File: config.mk
export PLATFORM = sky130hd
export DESIGN_NAME = xor_fitness_evaluator
export DESIGN_NICKNAME = d
export VERILOG_FILES = /design/src/rtl/xor_fitness_evaluator.sv
export SDC_FILE = /design/constraint.sdc
export NUM_CORES = 1
export LEC_CHECK = 0
export BUFFER_PORTS_ARGS = -buffer_cell sky130_fd_sc_hd__buf_2
export CAP_MARGIN = 30
export CORE_MARGIN = 10
export CORE_UTILIZATION = 47
export CTS_CLUSTER_DIAMETER = 60
export DETAILED_ROUTE_END_ITERATION = 8
export GPL_ROUTABILITY_DRIVEN = 1
export PLACE_DENSITY_LB_ADDON = 0.12
export SLEW_MARGIN = 20
export SYNTH_ARGS = -nofsm -noshare
export SYNTH_HDL_FRONTEND = slang
export SYNTH_SLANG_ARGS = --single-unit
export TNS_END_PERCENT = 50
File: constraint.sdc
create_clock -name clk -period 2.46 [get_ports clk]
set_input_delay 0.246 -clock clk [delete_from_list [all_inputs] [get_ports clk]]
set_output_delay 0.246 -clock clk [all_outputs]
set_load 0.005 [all_outputs]
File: src/rtl/xor_fitness_evaluator.sv
// Drives spiking_neural_network_xor through the four XOR patterns and scores each answer.
// Optional per-pattern wait timeout is built when XOR_FITNESS_TIMEOUT_EN is defined.
module xor_fitness_evaluator #(
  parameter int CMD_WIDTH = 3,
  parameter int ADDR_WIDTH = 3,
  parameter logic [CMD_WIDTH-1:0] CMD_CLEAR = CMD_WIDTH'((32'd1 << CMD_WIDTH) - 32'd3),
  parameter int TIMEOUT_CYCLES = 1023
) (
  input  logic                  clk,
  input  logic                  rst,
  input  logic                  start,
  output logic                  busy,
  output logic                  done,
  output logic [2:0]            fitness,
  output logic [3:0]            result_mask,
  output logic [3:0]            timeout_mask,
  output logic [ADDR_WIDTH-1:0] net_addr,
  output logic [CMD_WIDTH-1:0]  net_cmd,
  output logic [1:0]            net_in,
  input  logic                  net_out_valid,
  input  logic                  net_out
);

  typedef enum logic [1:0] {
    S_IDLE  = 2'd0,
    S_APPLY = 2'd1,
    S_WAIT  = 2'd2,
    S_DONE  = 2'd3
  } state_t;

  if (TIMEOUT_CYCLES < 1 || TIMEOUT_CYCLES > 65535) begin : g_bad_timeout
    $error("xor_fitness_evaluator: TIMEOUT_CYCLES must be 1..65535");
  end

  function automatic logic [1:0] pattern_of(input logic [1:0] idx);
    logic [1:0] pat;
    case (idx)
      2'd0:    pat = 2'b00;
      2'd1:    pat = 2'b11;
      2'd2:    pat = 2'b01;
      2'd3:    pat = 2'b10;
      default: pat = 2'b00;
    endcase
    return pat;
  endfunction

  function automatic logic [2:0] popcount4(input logic [3:0] v);
    return 3'(v[0]) + 3'(v[1]) + 3'(v[2]) + 3'(v[3]);
  endfunction

  state_t      state_q, state_d;
  logic [1:0]  idx_q, idx_d;
  logic [3:0]  res_acc_q, res_acc_d;
  logic        busy_q, busy_d;
  logic        done_q, done_d;
  logic [2:0]  fitness_q, fitness_d;
  logic [3:0]  result_mask_q, result_mask_d;
  logic [CMD_WIDTH-1:0] net_cmd_q, net_cmd_d;
  logic [1:0]  net_in_q, net_in_d;
  logic        pattern_end_s;
  logic        correct_s;

`ifdef XOR_FITNESS_TIMEOUT_EN
  localparam logic [15:0] TO_LAST = 16'(TIMEOUT_CYCLES - 1);
  logic [15:0] cnt_q, cnt_d;
  logic [3:0]  to_acc_q, to_acc_d;
  logic [3:0]  timeout_mask_q, timeout_mask_d;
  logic        timed_out_s;
`endif

  // Next-state, pattern scoring and accumulator update
  always_comb begin
    state_d       = state_q;
    idx_d         = idx_q;
    res_acc_d     = res_acc_q;
    pattern_end_s = 1'b0;
    correct_s     = 1'b0;
`ifdef XOR_FITNESS_TIMEOUT_EN
    cnt_d         = cnt_q;
    to_acc_d      = to_acc_q;
    timed_out_s   = 1'b0;
`endif
    case (state_q)
      S_IDLE: begin
        if (start) begin
          state_d   = S_APPLY;
          idx_d     = 2'd0;
          res_acc_d = 4'b0000;
`ifdef XOR_FITNESS_TIMEOUT_EN
          to_acc_d  = 4'b0000;
`endif
        end else begin
          state_d = S_IDLE;
        end
      end
      S_APPLY: begin
        state_d = S_WAIT;
`ifdef XOR_FITNESS_TIMEOUT_EN
        cnt_d   = 16'd0;
`endif
      end
      S_WAIT: begin
        // A valid answer wins over a timeout landing in the same cycle.
        if (net_out_valid) begin
          pattern_end_s = 1'b1;
          correct_s     = (net_out == (^pattern_of(idx_q)));
`ifdef XOR_FITNESS_TIMEOUT_EN
        end else if (cnt_q >= TO_LAST) begin
          pattern_end_s = 1'b1;
          timed_out_s   = 1'b1;
        end else begin
          cnt_d = (cnt_q == 16'hFFFF) ? cnt_q : cnt_q + 16'd1;
`endif
        end else begin
          pattern_end_s = 1'b0;
        end
      end
      S_DONE: begin
        state_d = S_IDLE;
      end
      default: begin
        state_d = S_IDLE;
      end
    endcase

    if (pattern_end_s) begin
      res_acc_d[idx_q] = correct_s;
`ifdef XOR_FITNESS_TIMEOUT_EN
      to_acc_d[idx_q]  = timed_out_s;
`endif
      if (idx_q == 2'd3) begin
        state_d = S_DONE;
      end else begin
        state_d = S_APPLY;
        idx_d   = idx_q + 2'd1;
      end
    end else begin
      idx_d = idx_d;
    end
  end

  // Registered outputs, computed from the upcoming state
  always_comb begin
    busy_d        = (state_d != S_IDLE);
    done_d        = (state_d == S_DONE);
    net_cmd_d     = (state_d == S_APPLY) ? CMD_CLEAR : {CMD_WIDTH{1'b0}};
    net_in_d      = net_in_q;
    fitness_d     = fitness_q;
    result_mask_d = result_mask_q;
`ifdef XOR_FITNESS_TIMEOUT_EN
    timeout_mask_d = timeout_mask_q;
`endif
    if (state_d == S_APPLY) begin
      net_in_d = pattern_of(idx_d);
    end else begin
      net_in_d = net_in_q;
    end
    if (state_d == S_DONE) begin
      fitness_d      = popcount4(res_acc_d);
      result_mask_d  = res_acc_d;
`ifdef XOR_FITNESS_TIMEOUT_EN
      timeout_mask_d = to_acc_d;
`endif
    end else begin
      fitness_d = fitness_q;
    end
  end

  // State and output registers
  always_ff @(posedge clk or negedge rst) begin
    if (!rst) begin
      state_q       <= S_IDLE;
      idx_q         <= 2'd0;
      res_acc_q     <= 4'b0000;
      busy_q        <= 1'b0;
      done_q        <= 1'b0;
      fitness_q     <= 3'd0;
      result_mask_q <= 4'b0000;
      net_cmd_q     <= {CMD_WIDTH{1'b0}};
      net_in_q      <= 2'b00;
`ifdef XOR_FITNESS_TIMEOUT_EN
      cnt_q          <= 16'd0;
      to_acc_q       <= 4'b0000;
      timeout_mask_q <= 4'b0000;
`endif
    end else begin
      state_q       <= state_d;
      idx_q         <= idx_d;
      res_acc_q     <= res_acc_d;
      busy_q        <= busy_d;
      done_q        <= done_d;
      fitness_q     <= fitness_d;
      result_mask_q <= result_mask_d;
      net_cmd_q     <= net_cmd_d;
      net_in_q      <= net_in_d;
`ifdef XOR_FITNESS_TIMEOUT_EN
      cnt_q          <= cnt_d;
      to_acc_q       <= to_acc_d;
      timeout_mask_q <= timeout_mask_d;
`endif
    end
  end

  assign busy        = busy_q;
  assign done        = done_q;
  assign fitness     = fitness_q;
  assign result_mask = result_mask_q;
  assign net_addr    = {ADDR_WIDTH{1'b1}};
  assign net_cmd     = net_cmd_q;
  assign net_in      = net_in_q;
`ifdef XOR_FITNESS_TIMEOUT_EN
  assign timeout_mask = timeout_mask_q;
`else
  assign timeout_mask = 4'b0000;
`endif

endmodule

== Word-level counts from Yosys, hierarchy flattened ==
Index checks and enable logic that the tools add are counted.
Cells by class
  $add $sub $neg: 4
  order comparisons: 2
  equal/unequal tests: 12
  mux-type cells: 23
  reduce and logical (&&, ||, !) cells: 6
Operators with widths (number)
  $mux 2: 8
  $pmux 2 s4: 2
  $eq 2x2->1 const B: 7
  $mux 4: 3
  $eq 2x1->1 const B: 4
  $logic_not 2->1: 3
  $mux 1: 6
  $pmux 2 s3: 1
  $bwmux 4: 1
  $add 2x1->3: 1
  $add 3x1->3: 1
  $lt 2x3->1 const B: 1
  $mux 3: 1
  $add 1x1->2: 1
  $add 2x1->2 const B: 1
  $demux 1 s2: 1
  $ge 2x1->1 const B: 1
  $reduce_bool 2->1: 1
  $reduce_xor 2->1: 1
  $eq 1x1->1: 1
  $logic_and 1x1->1: 1
Storage, ports and cells
  register bits after elaboration: 22
  input port bits: 5
  output and inout bits: 21
  word-level logic and storage cells: 56

== Longest topological paths before layout ==
  word-level depth: 13
  depth in mapped cells: 9
  depth with buffers taken out: 9

== Worst setup path before layout ==
OpenSTA, ideal clock, no wires.
  path kind: reg-to-reg
  from: register idx_q[0]
  to: register fitness_q[1], in the netlist fitness[1]
  library setup time: 0.125 ns
  arrival time: 2.376 ns
  data required time: 2.335 ns
  setup slack: -0.041 ns
  stages on the path, launching flop included: 10
  buffers on the path: 0
  clock period less this slack: 2.501 ns
  path through: dfrtp_1 > inv_1 > ha_1 > nor2_1 > xnor2_1 > o21ai_0 > fa_1 > ha_1 > ha_1 > mux2_2
Between the ends
  longest elaborated chain between the ends: 13
  elaborated cells on any way between the ends: 24
  those cells by class: add/sub: 3; order compare: 2; eq/ne: 5; mux: 11; reduce/logical: 3
RTL lines
  from (decl): RTL line 52  | logic [1:0] idx_q, idx_d;
  from (signal assigned): RTL line 188  | idx_q <= idx_d;
  $eq 2x2->1, or another cell as far along: RTL line 37  | case (idx)
  $pmux 2 s4: RTL line 37
  $mux 2: RTL line 104  | if (net_out_valid) begin
  $mux 2: RTL line 83  | case (state_q)
  $reduce_xor 2->1: RTL line 106  | correct_s = (net_out == (^pattern_of(idx_q)));
  $eq 1x1->1: RTL line 106
  $mux 1: RTL line 104
  $mux 1: RTL line 83
  $bwmux 4 (*): RTL line 127  | res_acc_d[idx_q] = correct_s;
  $mux 4 (*): RTL line 126  | if (pattern_end_s) begin
  via res_acc_d[0]: RTL line 53  | logic [3:0] res_acc_q, res_acc_d;
  $add 1x1->2 (*): RTL line 48  | return 3'(v[0]) + 3'(v[1]) + 3'(v[2]) + 3'(v[3]);
  $add 2x1->3 (*): RTL line 48
  $add 3x1->3 (*): RTL line 48
  to (signal assigned): RTL line 192  | fitness_q <= fitness_d;
  to (decl): RTL line 56  | logic [2:0] fitness_q, fitness_d;
Mark *: on every way through the listed nets, which the timed path passes. The rest lies on a longest branch. The select of a mux whose other input is x is not followed.
A chain may end at the register's enable or synchronous reset.

== Worst setup path after layout ==
  from: register idx_q[0]
  to: register fitness_q[1], in the netlist fitness[1]
Between the ends
  elaborated cells on any way between the ends: 24
  those cells by class: add/sub: 3; order compare: 2; eq/ne: 5; mux: 11; reduce/logical: 3
RTL lines (RTL line)
  $eq 2x2->1, or another cell as far along: 37
  $pmux 2 s4: 37
  $mux 2: 104
  $mux 2: 83
  $reduce_xor 2->1: 106
  $eq 1x1->1: 106
  $mux 1: 104
  $mux 1: 83
  $bwmux 4 (*): 127
  $mux 4 (*): 126
  via res_acc_d[3]: 53
  $add 3x1->3 (*): 48
Marks and branches as above.

==> impl_metrics.ini <==
[outcome]
status = finished clean

[finish]
syn2layout_area_growth_pct = 28.2
final_area_mm2 = 0.00141
nets = 146
drive_gt1_frac = 0.496
diodes = 0
fillers = 187
post-route-util = 0.638

[yosys]
ys_ff_latch = 20
synth_fa_ha_area_frac = 0.155
syn_area_per_cell_um2 = 11.7
synth.cell_area_mm2 = 0.00110
synth_cells = 94
synth_compound_area_frac = 0.0625
synth_xor_area_frac = 0.00795
yosysWarnings = 0
synthSimpleGateAreaFrac = 0.101
ys_seq_area_frac = 0.455
ys_types = 26
synth_top_family_by_area = adder cells
synth_mux_area_frac = 0.117

[detailed_routing]
drt_pass1_iterations = 5
drc = 0
ant_nets = 0
vias = 725
routed_wl_um = 2080
drtIter0Drc = 41
wl_per_cell_um = 13.4
viasPerCell = 4.68

[floorplanning]
die_h_um = 68.4
die_x_um = 68.4
dieArea_mm2 = 0.00468
pin_count = 26
initial_core_util = 0.498
coreArea_mm2 = 0.00221
rows = 17

[sta]
finalHoldViolations = 0
layout_setup_ws_ns = 0.0657
fmax_mhz = 418
skew_ns = 0.0132
setup_viol = 0
period_minus_slack_ns = 2.39
slew_viol_final = 0
post-route-period-util = 0.973
hold_ws_ns = 0.347

[clock_tree]
cts_root_buf = clkbuf_4
numClockSinks = 20
numCtsBuffers = 3
clk_pin_slew_worst_paths_ns = 0.11
cts_tree = built
clock_path_buffers = 2
insertion_delay_ns = 0.30
h-tree-depth = 1

[place]
port_buffers = 17
dp_hpwl_um = 1590
routabilityCongestion = 0.825
dpl_worst_slack_ns = -0.0418
postPlaceCellArea_mm2 = 0.00122

[grt]
grt_pass1_vias = 711
grt_util_all_layers = 0.0956
grt_pass1_wl_um = 3350
antenna_found_initial = 0
overflow = 0
grt_max_degree = 21

[setup_path]
slowest_stage = fa_1
r2r_slack_ns = 0.07
max_stage_delay_ns = 0.56
worstRegToRegCells = 8
cp_data_arrival_time_ns = 2.60
reg2reg_to = fitness[1]
end_kind = flip-flop
cp_cell_sequence = buf_6, ha_2, and3_4, mux2i_4, fa_1, ha_2, ha_4, mux2_2
critical_path_required_ns = 2.66
crit_fanout = 4
path_buf_inv = 1
cpLargestDelayFamily = adder cells
r2r-start = idx_q[0]
crit_type = flip-flop to flip-flop
critPathMostFrequentCell = ha_2
start_kind = flip-flop

[min_path]
holdPathEnd = res_acc_q[2]
hold_start = net_out
holdCritPathClass = input port to flip-flop
hold_depth = 3

[power_and_ir_drop]
leakage_uw = 0.000744
fin_total_pwr_uw = 1550
vdd.ir_drop.worst_mv = 0.692
power.density_mw_per_mm2 = 1100

[flow_run]
max_cap_violations = 0
-- final cells by class --
class / count / area, um^2 / area share
sequential: 20 / 503 / 0.356
tap: 28 / 35.0 / 0.0248
clock buffer: 4 / 36.3 / 0.0257
inverter: 7 / 26.3 / 0.0186
multi-input combinational: 63 / 599 / 0.425
timing repair buffer: 33 / 211 / 0.150
-- per-stage QoR --
stage | setup TNS [ns] | instances
2_1_floorplan | 0 | 100
3_3_place_gp | 0 | 142
3_5_place_dp | -0.0418 | 142
4_1_cts | 0 | 150
5_1_grt | -0.0139 | 155
6_report | 0 | 155
-- cell usage in the layout (no fill, tap or decap), types with 4 or more instances in the layout --
master,instances
dfrtp_1,18
inv_1,4
nand3_1,6
buf_2,17
mux2_4,5
nand2_1,6
buf_4,14
ha_2,4
ha_1,6
conb_1,8
-- synth_stat cells --
library cell | count | area, um^2
a21boi_0 | 1 | 7.51
and3b_1 | 1 | 8.76
o22ai_2 | 1 | 12.5
o21a_1 | 1 | 7.51
mux2_4 | 5 | 75.1
nor2_1 | 4 | 15.0
mux2_2 | 3 | 33.8
inv_1 | 6 | 22.5
buf_6 | 1 | 11.3
xnor2_1 | 1 | 8.76
dfrtp_1 | 20 | 500
nand2_1 | 6 | 22.5
ha_1 | 12 | 150
nor2_4 | 1 | 11.3
and3_4 | 1 | 11.3
buf_4 | 9 | 67.6
inv_2 | 1 | 3.75
or3_1 | 1 | 6.26
nand3_1 | 6 | 30.0
conb_1 | 2 | 7.51
a22o_1 | 1 | 8.76
or2_1 | 1 | 6.26
fa_1 | 1 | 20.0
o21ai_0 | 5 | 25.0
o31ai_1 | 1 | 7.51
mux2i_1 | 2 | 20.0
-- worst max-delay path by stage --
stage / slack, ns / depth (start not counted) / endpoint / startpoint
after detailed placement: -0.04 / 9 / fitness[1] / idx_q[0]
final: 0.07 / 8 / fitness[1] / idx_q[0]
after global routing: -0.01 / 8 / fitness[1] / idx_q[0]
after global placement: 0.008 / 8 / fitness[1] / state_q[0]
after CTS: 0.002 / 8 / fitness[1] / idx_q[0]
after floorplan: 0.01 / 8 / fitness[1] / state_q[0]
-- kinds of logic after synthesis --
logic type               after synthesis
adder cells (fa/ha/maj)               13
other                                  2
XOR/XNOR                               1
multiplexers                          10
AND/OR/NAND/NOR                       21
flip-flops                            20
AO/OA/AOI/OAI                         10
buffers and inverters                 17
-- what timing repair did --
item	in CTS	in global routing
hold buffers	1	0
hold endpoints to repair	20	0
pin swaps	3	4
gates resized for setup	7	12
endpoints found under the setup margin	1	3
setup buffers	3	5
-- registers in the layout (all words and copies together) (netlist names) --
name,flops
fitness,3
idx_q,2
res_acc_q,4
net_in,2
result_mask,4
net_cmd,1
state_q,2
done,1
busy,1
-- per-layer routing --
layer / global-route usage / wire length, um / share of wire
met5: 0 / 0 / 0
met2: 0.166 / 1110 / 0.53
met1: 0.101 / 784 / 0.38
met3: 0.0424 / 166 / 0.080
met4: 0.0302 / 17 / 0.0082
-- tightest hold or removal path: stages --
cell and delay (ns):
buf_2 0.13, inv_1 0.05, o21ai_0 0.15
-- power breakdown --
part / total, uW / switching [uW] / internal (uW) / leakage, uW
registers: 513 / 69.1 / 444 / 0.000262
logic: 850 / 410 / 440 / 0.000461
clock network: 186 / 95.2 / 90.3 / 0.0000210
total: 1550 / 575 / 974 / 0.000744
No activity file was read; power rests on OpenSTA's default activity.
